==> src/rtl/inv_oai_slice_pipe.sv <==
// Registered INV/OAI222 slice datapath behind a valid/ready handshake.
// Results are queued in a small output FIFO. A sticky reserved-mode flag and a transfer counter are also kept.
module inv_oai_slice_pipe #(
    parameter int LANES = 9,
    parameter int DEPTH = 2,
    parameter int CNT_W = 16
) (
    input  logic                 clk,
    input  logic                 rst_n,
    input  logic                 in_valid,
    output logic                 in_ready,
    input  logic [4*LANES-1:0]   in_a,
    input  logic [4*LANES-1:0]   in_b,
    input  logic [1:0]           in_mode,
    output logic                 out_valid,
    input  logic                 out_ready,
    output logic [4*LANES-1:0]   out_c,
    output logic                 err,
    output logic [CNT_W-1:0]     xfer_cnt
);

    localparam int W  = 4 * LANES;
    localparam int PW = (DEPTH > 1) ? $clog2(DEPTH) : 1;
    localparam int CW = $clog2(DEPTH + 1);
    localparam logic [PW-1:0] PTR_LAST = PW'(DEPTH - 1);
    localparam logic [CW-1:0] CNT_FULL = CW'(DEPTH);

    // Per-lane slice function; the reserved mode yields an all-zero word.
    function automatic logic [W-1:0] lane_op(input logic [1:0] mode,
                                              input logic [W-1:0] a,
                                              input logic [W-1:0] b);
        logic [W-1:0] c;
        c = {W{1'b0}};
        case (mode)
            2'd0: begin
                for (int k = 0; k < LANES; k++) begin
                    c[4*k]   = ~a[4*k];
                    c[4*k+1] = ~b[4*k];
                    c[4*k+2] = ~b[4*k+1];
                    c[4*k+3] = ~((a[4*k+1] | a[4*k+2]) &
                                 (b[4*k+1] | b[4*k+2]) &
                                 (a[4*k+3] | b[4*k+3]));
                end
            end
            2'd1:    c = ~a;
            2'd2:    c = ~b;
            default: c = {W{1'b0}};
        endcase
        return c;
    endfunction

    // Pointer advance with wrap at DEPTH-1 (DEPTH need not be a power of two).
    function automatic logic [PW-1:0] ptr_inc(input logic [PW-1:0] p);
        logic [PW-1:0] n;
        if (p == PTR_LAST) begin
            n = {PW{1'b0}};
        end else begin
            n = p + PW'(1);
        end
        return n;
    endfunction

    logic [W-1:0]     mem_r [DEPTH];
    logic [PW-1:0]    wr_ptr_r;
    logic [PW-1:0]    rd_ptr_r;
    logic [CW-1:0]    count_r;
    logic [CW-1:0]    count_nxt_s;
    logic             err_r;
    logic [CNT_W-1:0] xfer_cnt_r;
    logic             push_s;
    logic             pop_s;
    logic [W-1:0]     result_s;

    // rst_n gating keeps in_ready low throughout reset, when count_r alone would say "not full".
    assign in_ready  = rst_n & (count_r < CNT_FULL);
    assign out_valid = (count_r != {CW{1'b0}});
    assign push_s    = in_valid & in_ready;
    assign pop_s     = out_valid & out_ready;
    assign result_s  = lane_op(in_mode, in_a, in_b);
    assign err       = err_r;
    assign xfer_cnt  = xfer_cnt_r;

    // Head of queue, forced to zero when empty.
    always_comb begin
        out_c = {W{1'b0}};
        if (count_r != {CW{1'b0}}) begin
            out_c = mem_r[rd_ptr_r];
        end else begin
            out_c = {W{1'b0}};
        end
    end

    // Occupancy next-state; simultaneous push and pop leaves it unchanged.
    always_comb begin
        count_nxt_s = count_r;
        if (push_s && !pop_s) begin
            count_nxt_s = count_r + CW'(1);
        end else if (!push_s && pop_s) begin
            count_nxt_s = count_r - CW'(1);
        end else begin
            count_nxt_s = count_r;
        end
    end

    // FIFO storage; inputs are only captured on an accepted word, so idle-cycle X never enters state.
    always_ff @(posedge clk or negedge rst_n) begin
        if (!rst_n) begin
            for (int i = 0; i < DEPTH; i++) begin
                mem_r[i] <= {W{1'b0}};
            end
        end else if (push_s) begin
            mem_r[wr_ptr_r] <= result_s;
        end
    end

    // Pointers, occupancy, sticky error and transfer counter.
    always_ff @(posedge clk or negedge rst_n) begin
        if (!rst_n) begin
            wr_ptr_r   <= {PW{1'b0}};
            rd_ptr_r   <= {PW{1'b0}};
            count_r    <= {CW{1'b0}};
            err_r      <= 1'b0;
            xfer_cnt_r <= {CNT_W{1'b0}};
        end else begin
            count_r <= count_nxt_s;
            if (push_s) begin
                wr_ptr_r <= ptr_inc(wr_ptr_r);
            end
            if (pop_s) begin
                rd_ptr_r   <= ptr_inc(rd_ptr_r);
                xfer_cnt_r <= xfer_cnt_r + CNT_W'(1);
            end
            if (push_s && (in_mode == 2'd3)) begin
                err_r <= 1'b1;
            end
        end
    end

endmodule

==> config.mk <==
export PLATFORM = sky130hd
export DESIGN_NAME = inv_oai_slice_pipe
export DESIGN_NICKNAME = d
export VERILOG_FILES = /design/src/rtl/inv_oai_slice_pipe.sv
export SDC_FILE = /design/constraint.sdc
export NUM_CORES = 1
export LEC_CHECK = 0
export ABC_AREA = 1
export CAP_MARGIN = 30
export CORE_AREA = 2 2 110 112
export CTS_BUF_LIST = sky130_fd_sc_hd__clkbuf_16
export CTS_CLUSTER_SIZE = 30
export DETAILED_ROUTE_END_ITERATION = 12
export DIE_AREA = 0 0 112 114
export GPL_TIMING_DRIVEN = 0
export PLACE_DENSITY = 0.77
export SLEW_MARGIN = 15
export SYNTH_ARGS = -nofsm -noshare
export SYNTH_HDL_FRONTEND = slang
export SYNTH_SLANG_ARGS = --single-unit
export TNS_END_PERCENT = 100
==> constraint.sdc <==
create_clock -name clk -period 1.6 [get_ports clk]
set_clock_uncertainty 0.05 [all_clocks]
set_input_delay 0.32 -clock clk [delete_from_list [all_inputs] [get_ports clk]]
set_output_delay 0.32 -clock clk [all_outputs]
set_load 0.01 [all_outputs]
==> out/qor.yml, run 1 <==
status:
  status: "finished with violations"
  violations: "setup timing"
timing:
  max_freq_ghz: 0.520
  fin_crit_sh_pct: 120
  tns_ns: -17.52
  period_needed_ns: 1.92
  setup_ws_ns: -0.324
  worst_slew_pin_slew_ns: 0.981
  drv_slew: 0
  setup_viol: 114
  whs_ns: 0.0506
  hold_viol: 0
  rsz0062_at_grt: "true"
  relSlewSlack_pct: 34.4
final_layout:
  finalNetCount: 995
  fin_area_mm2: 0.00831
  layout_common_cells: "nand2_1, dfrtp_1, clkdlybuf4s50_1"
  area_growth_pct: 62.0
  final_common_cell: "nand2_1"
  fillers: 821
  drive_gt1_share_pct: 29.1
  insertedDiodeCount: 0
  fin_cells: 1067
  final_core_util_pct: 70.9
cts:
  cts_buffer_depth: 2
  cts_tree: "built"
  htree_num_levels: 3
  clkTransAtPathRegs_ns: 0.07
  clkLatencyLatePin_ns: 0.36
  numCtsBuffers: 9
  clock_sinks: 93
  ctsRootBufferMaster: "clkbuf_16"
setup_path:
  timing.rr.start: "count_r[1]$_DFFE_PN0P_"
  r2r_slack_ns: -0.19
  cp_max_fo: 6
  critical_path.cell_chain: "inv_2 > nand2_4 > buf_8 > buf_8 > o21ai_1 > a21oi_1 > buf_2"
  r2r_cells: 9
  cp_common_cell: "buf_8"
  cpPeakStageDelay_ns: 0.37
  startpoint_type: "flop"
  crit_slowest_cell: "dfrtp_2"
  startpoint: "count_r[1]$_DFFE_PN0P_"
  required_ns: 1.23
  cp.arrival_ns: 1.55
  endpoint_kind: "primary output"
  regToRegEndpoint: "mem_r[2]$_DFFE_PN0P_"
  worstSetupPathType: "flop to primary output"
logic_synthesis:
  yosysSeqAreaShare_pct: 45.4
  ys_ff_latch: 93
  yosys_warnings: 0
  synth_cell_types: 29
  synth_top_cell_area_share_pct: 45.4
  yosysTopAreaCell: "dfrtp_1"
  synth-async-reset-ratio_pct: 100
  synth-edff-count: 0
  synth_area_leaders: "dfrtp_1, nand2_1, inv_1, o21ai_0, a21oi_1"
  synthCells: 702
  avgSynthCellArea_um2: 7.30
  synth_nets: 782
  syn_area_mm2: 0.00513
  synth_ff_type: "dfrtp_1"
pwr:
  leakagePower_nw: 4.14
  power_mw: 13.9
  max-vdd-ir-drop_uv: 935
  power.density_mw_per_mm2: 1670
die:
  core_mm2: 0.0117
  start_util_pct: 43.8
  die-width_um: 112
  num_io_pins: 133
  die_area_mm2: 0.0128
  rows: 40
  die_y_um: 114
worst_hold_path:
  hold_class: "input pin to asynchronous set/reset pin"
detailed_routing:
  wl_per_cell_um: 19.5
  ant_nets: 0
  dr.pass1.iters: 5
  via_per_inst: 5.56
  vias: 5932
  drc_errors: 0
  drt_iter0_drc: 675
  wl_um: 20800
place:
  place_congestion: 0.879
  placed_cell_area_mm2: 0.00666
  place_ws_ns: -0.836
  dp_hpwl_um: 11500
  portBuffers: 132
  place_inst: 982
run:
  maxCapViolCount: 0
global_routing:
  grt_max_degree: 45
  antenna_found_initial: 0
  grtUsageTotal_pct: 27.6
  grt_first_pass_wirelength_um: 27500
  grt_overflow: 0
  grt_pass1_vias: 5360
-- layout make-up --
cell class	count	area (µm²)	share of cell area, %
Multi-Input combinational cell	499	2740	32.9
Sequential cell	93	2330	28.1
Timing Repair Buffer	201	2060	24.8
Buffer	29	368	4.43
Inverter	81	334	4.02
Clock buffer	9	225	2.71
Tap cell	147	184	2.21
Clock inverter	7	66.3	0.798
Timing Repair inverter	1	6.26	0.0753
-- synthesized netlist by cell type, types with 6 or more instances --
| cell type | count |
|---|---|
| dfrtp_1 | 93 |
| nand4_1 | 6 |
| nor2_1 | 23 |
| nand2_1 | 281 |
| nand3_1 | 15 |
| xor2_1 | 9 |
| o21ai_0 | 54 |
| inv_1 | 76 |
| o211ai_1 | 11 |
| clkbuf_1 | 8 |
| o21ai_1 | 10 |
| o22ai_1 | 18 |
| buf_4 | 6 |
| buf_2 | 13 |
| a21oi_1 | 37 |
| or2_2 | 13 |
-- layer usage --
layer	GRT usage [%]	vias up	part of all wire [%]
met3	4.41	105	11
met2	45.9	409	47
met5	0	-	0
li1	-	2654	-
met1	36.0	2764	36
met4	12.1	0	5.8
-- cell families after synthesis --
family | count (synthesis) | share of synthesized area (%)
AND/OR/NAND/NOR | 353 | 28.9
AO/OA/AOI/OAI | 131 | 13.8
buffers and inverters | 111 | 9.32
flip-flops | 93 | 45.4
XOR/XNOR | 12 | 2.05
adder cells (fa/ha/maj) | 2 | 0.488
-- how the worst max path moves through the flow --
stage	endpoint	cells after the start
floorplan	count_r[1]$_DFFE_PN0P_	7
global route	out_c[33]	7
global placement	count_r[1]$_DFFE_PN0P_	9
finish	out_c[25]	7
detailed placement	out_c[17]	6
CTS	out_c[26]	7
-- critical path: cells and delay by family (launching register included) --
family / cells / cell delay [ns]
buf+inv: 4 / 0.51
flops: 1 / 0.37
compound gates: 2 / 0.21
simple gates: 1 / 0.11
-- registers in the layout (all words and copies together), names as in the netlist --
signal,count
rd_ptr_r,1
err,1
xfer_cnt,16
count_r,2
wr_ptr_r,1
mem_r,72
-- report_power, final --
part	switching, mW	internal [mW]	total (mW)
clock	0.983	1.20	2.18
sequential	0.689	3.35	4.04
combinational	4.09	3.59	7.68
-- repair_timing --
item | 4_1_cts | 5_1_grt
pin swaps | 9 | 33
setup endpoints to repair | 131 | 108
gates cloned | 5 | 13
gates resized for setup | 284 | 138
hold endpoints to repair | 42 | 67
setup buffers | 26 | 22
(Power assumes the default switching activity.)
==> run 2, diff against run 1 <==
--- a/config.mk
+++ b/config.mk
@@ -14,6 +14,7 @@
 export DIE_AREA = 0 0 112 114
 export GPL_TIMING_DRIVEN = 0
 export PLACE_DENSITY = 0.77
+export RECOVER_POWER = 25
 export SLEW_MARGIN = 15
 export SYNTH_ARGS = -nofsm -noshare
 export SYNTH_HDL_FRONTEND = slang
==> run 2 against run 1 <==
  * The run still ends with setup timing left
  * Power decreased by 0.23%
  * Via count increased by 1.4%
  * Critical path depth unchanged
  * Setup slack improved by 0.0057 ns
  * Maximum frequency increased by 0.30%
  * Die area unchanged
  * Clock power about the same
  * First-iteration DRC count decreased by 1.3%
  * Wire length unchanged
  * Cell area decreased by 0.60%
  * Hold slack improved by 0.37 ns
==> out/qor.yml, run 2 (same netlist as run 1, synthesis figures left out) <==
run:
  maxCapViolCount: 0  # unchanged
cts:
  cts_tree: "built"  # unchanged
  htree_num_levels: 3  # unchanged
  ctsRootBufferMaster: "clkbuf_16"  # unchanged
  clock_sinks: 93  # unchanged
  cts_buffer_depth: 2  # unchanged
  numCtsBuffers: 9  # unchanged
  clkTransAtPathRegs_ns: 0.07  # about the same
  clkLatencyLatePin_ns: 0.36  # about the same
timing:
  setup_ws_ns: -0.319  # was -0.324 ns
  rsz0062_at_grt: "true"  # unchanged
  relSlewSlack_pct: 19.3  # was 34.4%
  period_needed_ns: 1.92  # about the same
  hold_viol: 0  # unchanged
  fin_crit_sh_pct: 120  # about the same
  worst_slew_pin_slew_ns: 1.21  # was 0.981 ns
  setup_viol: 115  # was 114
  max_freq_ghz: 0.521  # was 0.520 GHz
  drv_slew: 0  # unchanged
global_routing:
  grt_overflow: 0  # unchanged
  grt_max_degree: 45  # unchanged
  grt_pass1_vias: 5360  # unchanged
  grtUsageTotal_pct: 27.6  # unchanged
  antenna_found_initial: 0  # unchanged
  grt_first_pass_wirelength_um: 27500  # unchanged
place:
  dp_hpwl_um: 11500  # unchanged
  place_inst: 982  # unchanged
  portBuffers: 132  # unchanged
  placed_cell_area_mm2: 0.00666  # unchanged
  place_congestion: 0.879  # unchanged
pwr:
  p_comb_share_pct: 55.1  # was 55.3%
  power.density_mw_per_mm2: 1680  # was 1670 mW/mm²
  max-vdd-ir-drop_uv: 932  # was 935 µV
  netSwitchingFraction_pct: 41.4  # about the same
  p_seq_share_pct: 29.1  # was 29.0%
  power.internal_mw: 8.13  # was 8.15 mW
  leakagePower_nw: 4.13  # was 4.14 nW
  switching_power_mw: 5.75  # was 5.76 mW
  clock_power_share_pct: 15.8  # was 15.7%
  power_mw: 13.9  # about the same
setup_path:
  r2r_slack_ns: -0.19  # about the same
  worst-path-buf-inv: 4  # unchanged
  cp_max_fo: 6  # unchanged
  cp_common_cell: "buf_8"  # unchanged
  crit_slowest_cell: "dfrtp_2"  # unchanged
  timing.rr.start: "count_r[1]$_DFFE_PN0P_"  # unchanged
  startpoint_type: "flop"  # unchanged
  endpoint_kind: "primary output"  # unchanged
  critical_path.cell_chain: "inv_2 > nand2_4 > buf_8 > buf_8 > o21ai_1 > a21oi_1 > buf_2"  # unchanged
  critical_path.top_delay_family: "buffers and inverters"  # unchanged
  startpoint: "count_r[1]$_DFFE_PN0P_"  # unchanged
  cpPeakStageDelay_ns: 0.38  # was 0.37 ns
  required_ns: 1.23  # about the same
  cp.arrival_ns: 1.55  # about the same
  worstSetupPathType: "flop to primary output"  # unchanged
die:
  die_area_mm2: 0.0128  # unchanged
  num_io_pins: 133  # unchanged
  core_mm2: 0.0117  # unchanged
  die_y_um: 114  # unchanged
  start_util_pct: 43.8  # unchanged
  die-width_um: 112  # unchanged
  rows: 40  # unchanged
final_layout:
  fillers: 829  # was 821
  fin_area_mm2: 0.00826  # was 0.00831 mm²
  largest_register_ffs: 72  # unchanged
  final_core_util_pct: 70.5  # was 70.9%
  finalNetCount: 995  # unchanged
  drive_gt1_share_pct: 28.9  # was 29.1%
  layout_common_cells: "nand2_1, dfrtp_1, clkdlybuf4s50_1"  # unchanged
  insertedDiodeCount: 0  # unchanged
  regMostFlops: "mem_r"  # unchanged
  area_growth_pct: 61.1  # was 62.0%
  final_common_cell: "nand2_1"  # unchanged
  fin_cells: 1067  # unchanged
worst_hold_path:
  worstHoldStart: "err$_DFFE_PN0P_"
  hold_class: "flop to flop"  # was input pin to asynchronous set/reset pin
status:
  status: "finished with violations"  # unchanged
  violations: "setup timing"  # unchanged
detailed_routing:
  vias: 6014  # was 5932
  wl_per_cell_um: 19.5  # unchanged
  drt_iter0_drc: 666  # was 675
  via_per_inst: 5.64  # was 5.56
  drc_errors: 0  # unchanged
  dr.pass1.iters: 7  # was 5
  ant_nets: 0  # unchanged
  wl_um: 20800  # unchanged
## run 2: through the flow
stage          worst slack (ns)  setup TNS (ns)  hold slack [ns]
6_report                 -0.319          -17.99            0.423
5_1_grt                  -0.355          -26.01            0.443
4_1_cts                  -0.278           -7.84           -0.236
3_5_place_dp             -0.836          -83.95            0.308
3_3_place_gp              -4.00         -642.28            0.399
2_1_floorplan            0.0361               0          -0.0256
## run 2: cell type report
cell class                 count  area, µm²  share of cell area [%]
multi-input combinational    499       2740                    33.1
clock buffer                   9        225                    2.73
timing repair buffer         201       2010                    24.3
clock inverter                 7       66.3                   0.803
tap                          147        184                    2.23
buffer                        29        368                    4.45
sequential                    93       2330                    28.2
inverter                      81        334                    4.05
timing repair inverter         1       6.26                  0.0758
## run 2: power groups by stage
stage               Combinational [mW]  Sequential [mW]  Clock (mW)
floorplan                         2.82             3.82           0
global placement                  5.39             3.85           0
detailed placement                5.45             3.89           0
CTS                               6.21             3.88        2.15
global route                      8.12             4.13        2.28
finish                            7.65             4.04        2.19
## run 2: timing repair
item                                    4_1_cts  5_1_grt
endpoints found under the setup margin      131      108
gates cloned                                  5       13
setup buffers                                26       22
gates resized for setup                     284      138
pin swaps                                     9       33
hold endpoints to repair                     42       67
## run 2: path summary, 6_finish.rpt
check	endpoint	cells past startpoint
worst max-delay path	out_c[25]	7
worst min-delay path	err$_DFFE_PN0P_	1
worst max register to register	mem_r[2]$_DFFE_PN0P_	9
worst min register to register	err$_DFFE_PN0P_	1
max in group asynchronous	mem_r[24]$_DFFE_PN0P_	3
min in group asynchronous	count_r[1]$_DFFE_PN0P_	4
## run 2: per-layer routing
metal	track usage (%)	part of all wire (%)	vias up
li1	-	-	2652
met1	36.0	36	2782
met2	45.9	47	467
met3	4.41	11	113
met4	12.1	6.0	0
met5	0	0	-
==> variant (config.mk and constraints of run 1) <==
Reset style: synchronous (`rst_n`), changed in 2 clocked blocks.
--- a/src/rtl/inv_oai_slice_pipe.sv
+++ b/src/rtl/inv_oai_slice_pipe.sv
@@ -103,7 +103,7 @@
     end
 
     // FIFO storage; inputs are only captured on an accepted word, so idle-cycle X never enters state.
-    always_ff @(posedge clk or negedge rst_n) begin
+    always_ff @(posedge clk) begin
         if (!rst_n) begin
             for (int i = 0; i < DEPTH; i++) begin
                 mem_r[i] <= {W{1'b0}};
@@ -114,7 +114,7 @@
     end
 
     // Pointers, occupancy, sticky error and transfer counter.
-    always_ff @(posedge clk or negedge rst_n) begin
+    always_ff @(posedge clk) begin
         if (!rst_n) begin
             wr_ptr_r   <= {PW{1'b0}};
             rd_ptr_r   <= {PW{1'b0}};
Behaviour: differs if rst_n is asserted again (counterexample within 4 cycles, from zero or initial values and one cycle with rst_n low); with rst_n held inactive, the same outputs for 10 cycles.
==> variant against run 1 <==
  * Sequential power decreased by 24%
  * Largest cell class is now registers
  * Sequential cell count increased by 1
  * Critical endpoint is now out_c[26]
  * Total power decreased by 32%
  * First-iteration DRC count decreased by 25%
  * Setup slack improved by 90 ps
  * The flow still finishes with violations (negative setup slack)
  * Routed wire length decreased by 9.6%
  * Area after synthesis decreased by 3.0%
  * Combinational power decreased by 46%
  * Design area decreased by 6.5%
==> variant: results (changes against run 1) <==
| Metric | Value |
|---|---|
| Top cells by count, synth | nand2_1 (157), inv_1 (96), edfxtp_1 (72) |
| Post-route ant nets | 0 (unchanged) |
| First-pass GRT wire length | 26,010 um (-5.3%) |
| Final Wtd Congestion | 0.8584 (-2.3%) |
| Clk_lat worst skew | between 300 and 400 ps |
| Leak Pwr | 3.419 nW (-17%) |
| Nets | 868 (-13%) |
| Prevailing post-synth register cell | edfxtp_1 |
| Final WS setup | -234.5 ps (+89.89 ps) |
| Largest Register | mem_r |
| Dpl hpwl | 10,390 um (-9.8%) |
| TNS Setup | -8355 ps (+9168 ps) |
| Pin count of the biggest net entering global routing | 19 (-58%) |
| Synth area leaders | edfxtp_1 (43%), nand2_1 (12%), dfxtp_1 (8.9%) |
| Met3 wire length | 1869 um (-17%) |
| Max FFs per register | 72 (unchanged) |
| TritonRoute pass-1 iters | 5 (unchanged) |
| Vias in the first global route | 5,152 (-3.9%) |
| Worst path max stage delay | 370 ps (about the same) |
| Distinct cells, synth | 29 (unchanged) |
| Worst-path fanout max | 8 (+2) |
| WL met2 | 9221 um (-6.4%) |
| Initial DRC count | 509 (-25%) |
| Hold crit path type | in2reg |
| Routed len/inst | 20.05 um (+2.6%) |
| Initial antenna violation count | 0 (unchanged) |
| CTS buffer count | 9 (unchanged) |
| Status | complete, but fails checks |
| Syn nets | 690 (-12%) |
| Number of synthesized flops with an enable pin | 72 (+72) |
| Slowest cell on crit path | dfxtp_4 |
| GRT Total Usage | 26.31% (-1.3 points) |
| Reg clk slew, reported paths | 70 ps (about the same) |
| Vias per inst | 5.713 (+2.8%) |
| Asr flop ratio synth | 0% (-100 points) |
| Worst Tran Pin Value | 727.2 ps (-253.5 ps) |
| Share of cells above drive strength 1 | 28.63% (-0.50 points) |
| VDD IR-drop max | 0.6629 mV (-29%) |
| Register area share after synthesis | 52.34% (+7.0 points) |
| Failing checks | negative setup slack |
| DRT met1 WL | 6481 um (-14%) |
| Port Buffers | 131 (-0.76%) |
| Setup violators final | 83 (-27%) |
| Uppermost routed layer | met4 |
| WP data arrival | 1460 ps (-90 ps) |
variant: changes by cell type after synthesis, moves of 22 or more:
cell / run 1 / this run
dfrtp_1: 93 / 0
dfxtp_1: 0 / 22
edfxtp_1: 0 / 72
nand2_1: 281 / 157
nor2_1: 23 / 64
o21ai_0: 54 / 26
variant: repair_timing:
item,in CTS,in global routing
hold buffers,0,0
buffers inserted,13,9
endpoints found under the setup margin,200,124
gates resized for setup,275,89
pin swaps,12,29
cloned,8,7
variant: per-layer routing:
metal | vias up | GRT usage, %
li1 | 2362 | -
met1 | 2507 | 30.35
met2 | 403 | 46.18
met3 | 98 | 5.420
met4 | 0 | 14.15
met5 | - | 0
variant: critical path: cells and delay by family, from the launching register on:
kind | cells | cell delay [ps]
compound gates | 1 | 130
buf+inv | 4 | 540
flops | 1 | 370
simple gates | 1 | 80
variant: cell type report:
class | instances | area, um^2
Fill cell | 869 | 3941
Sequential cell | 94 | 2618
Multi-Input combinational cell | 396 | 2392
Timing Repair Buffer | 159 | 1460
Inverter | 101 | 424.2
Buffer | 27 | 392.9
Clock buffer | 9 | 225.2
Tap cell | 147 | 183.9
Clock inverter | 7 | 73.82
variant: per-stage QoR:
stage	cell area, um^2	std cells	setup WS, ps
detailed placement	6529	888	-835.0
CTS	7272	924	-194.7
finish	7770	940	-234.5
floorplan	5034	610	-44.04
global placement	6529	888	-825.8
global route	7770	940	-282.0
variant: power breakdown:
| part | leakage (nW) | internal, W | switching [W] |
|---|---|---|---|
| Sequential | 0.935 | 0.00292 | 0.000173 |
| Combinational | 2.34 | 0.00191 | 0.00227 |
| Clock | 0.139 | 0.00121 | 0.000940 |
| Total | 3.42 | 0.00605 | 0.00338 |
variant: cells by family (layout without fill, tap and decap cells):
family	Yosys count	count (layout)	synth area share (%)
buf+inv	128	303	10.72
simple gates	262	270	22.27
flops	94	94	52.34
fa+ha+maj	2	2	0.5032
compound gates	122	122	13.81
xor+xnor	2	2	0.3524
variant: final timing paths:
kind	startpoint	end	slack [ps]	cells past startpoint
hold reg to reg	rd_ptr_r$_SDFFE_PN0P_	flop	390	1
setup reg to reg	count_r[0]$_SDFFE_PN0P_	count_r[1]$_SDFFE_PN0P_	-80	11
hold / removal	rst_n	count_r[1]$_SDFFE_PN0P_	190	3
setup / recovery	flop	out_c[26]	-230	6
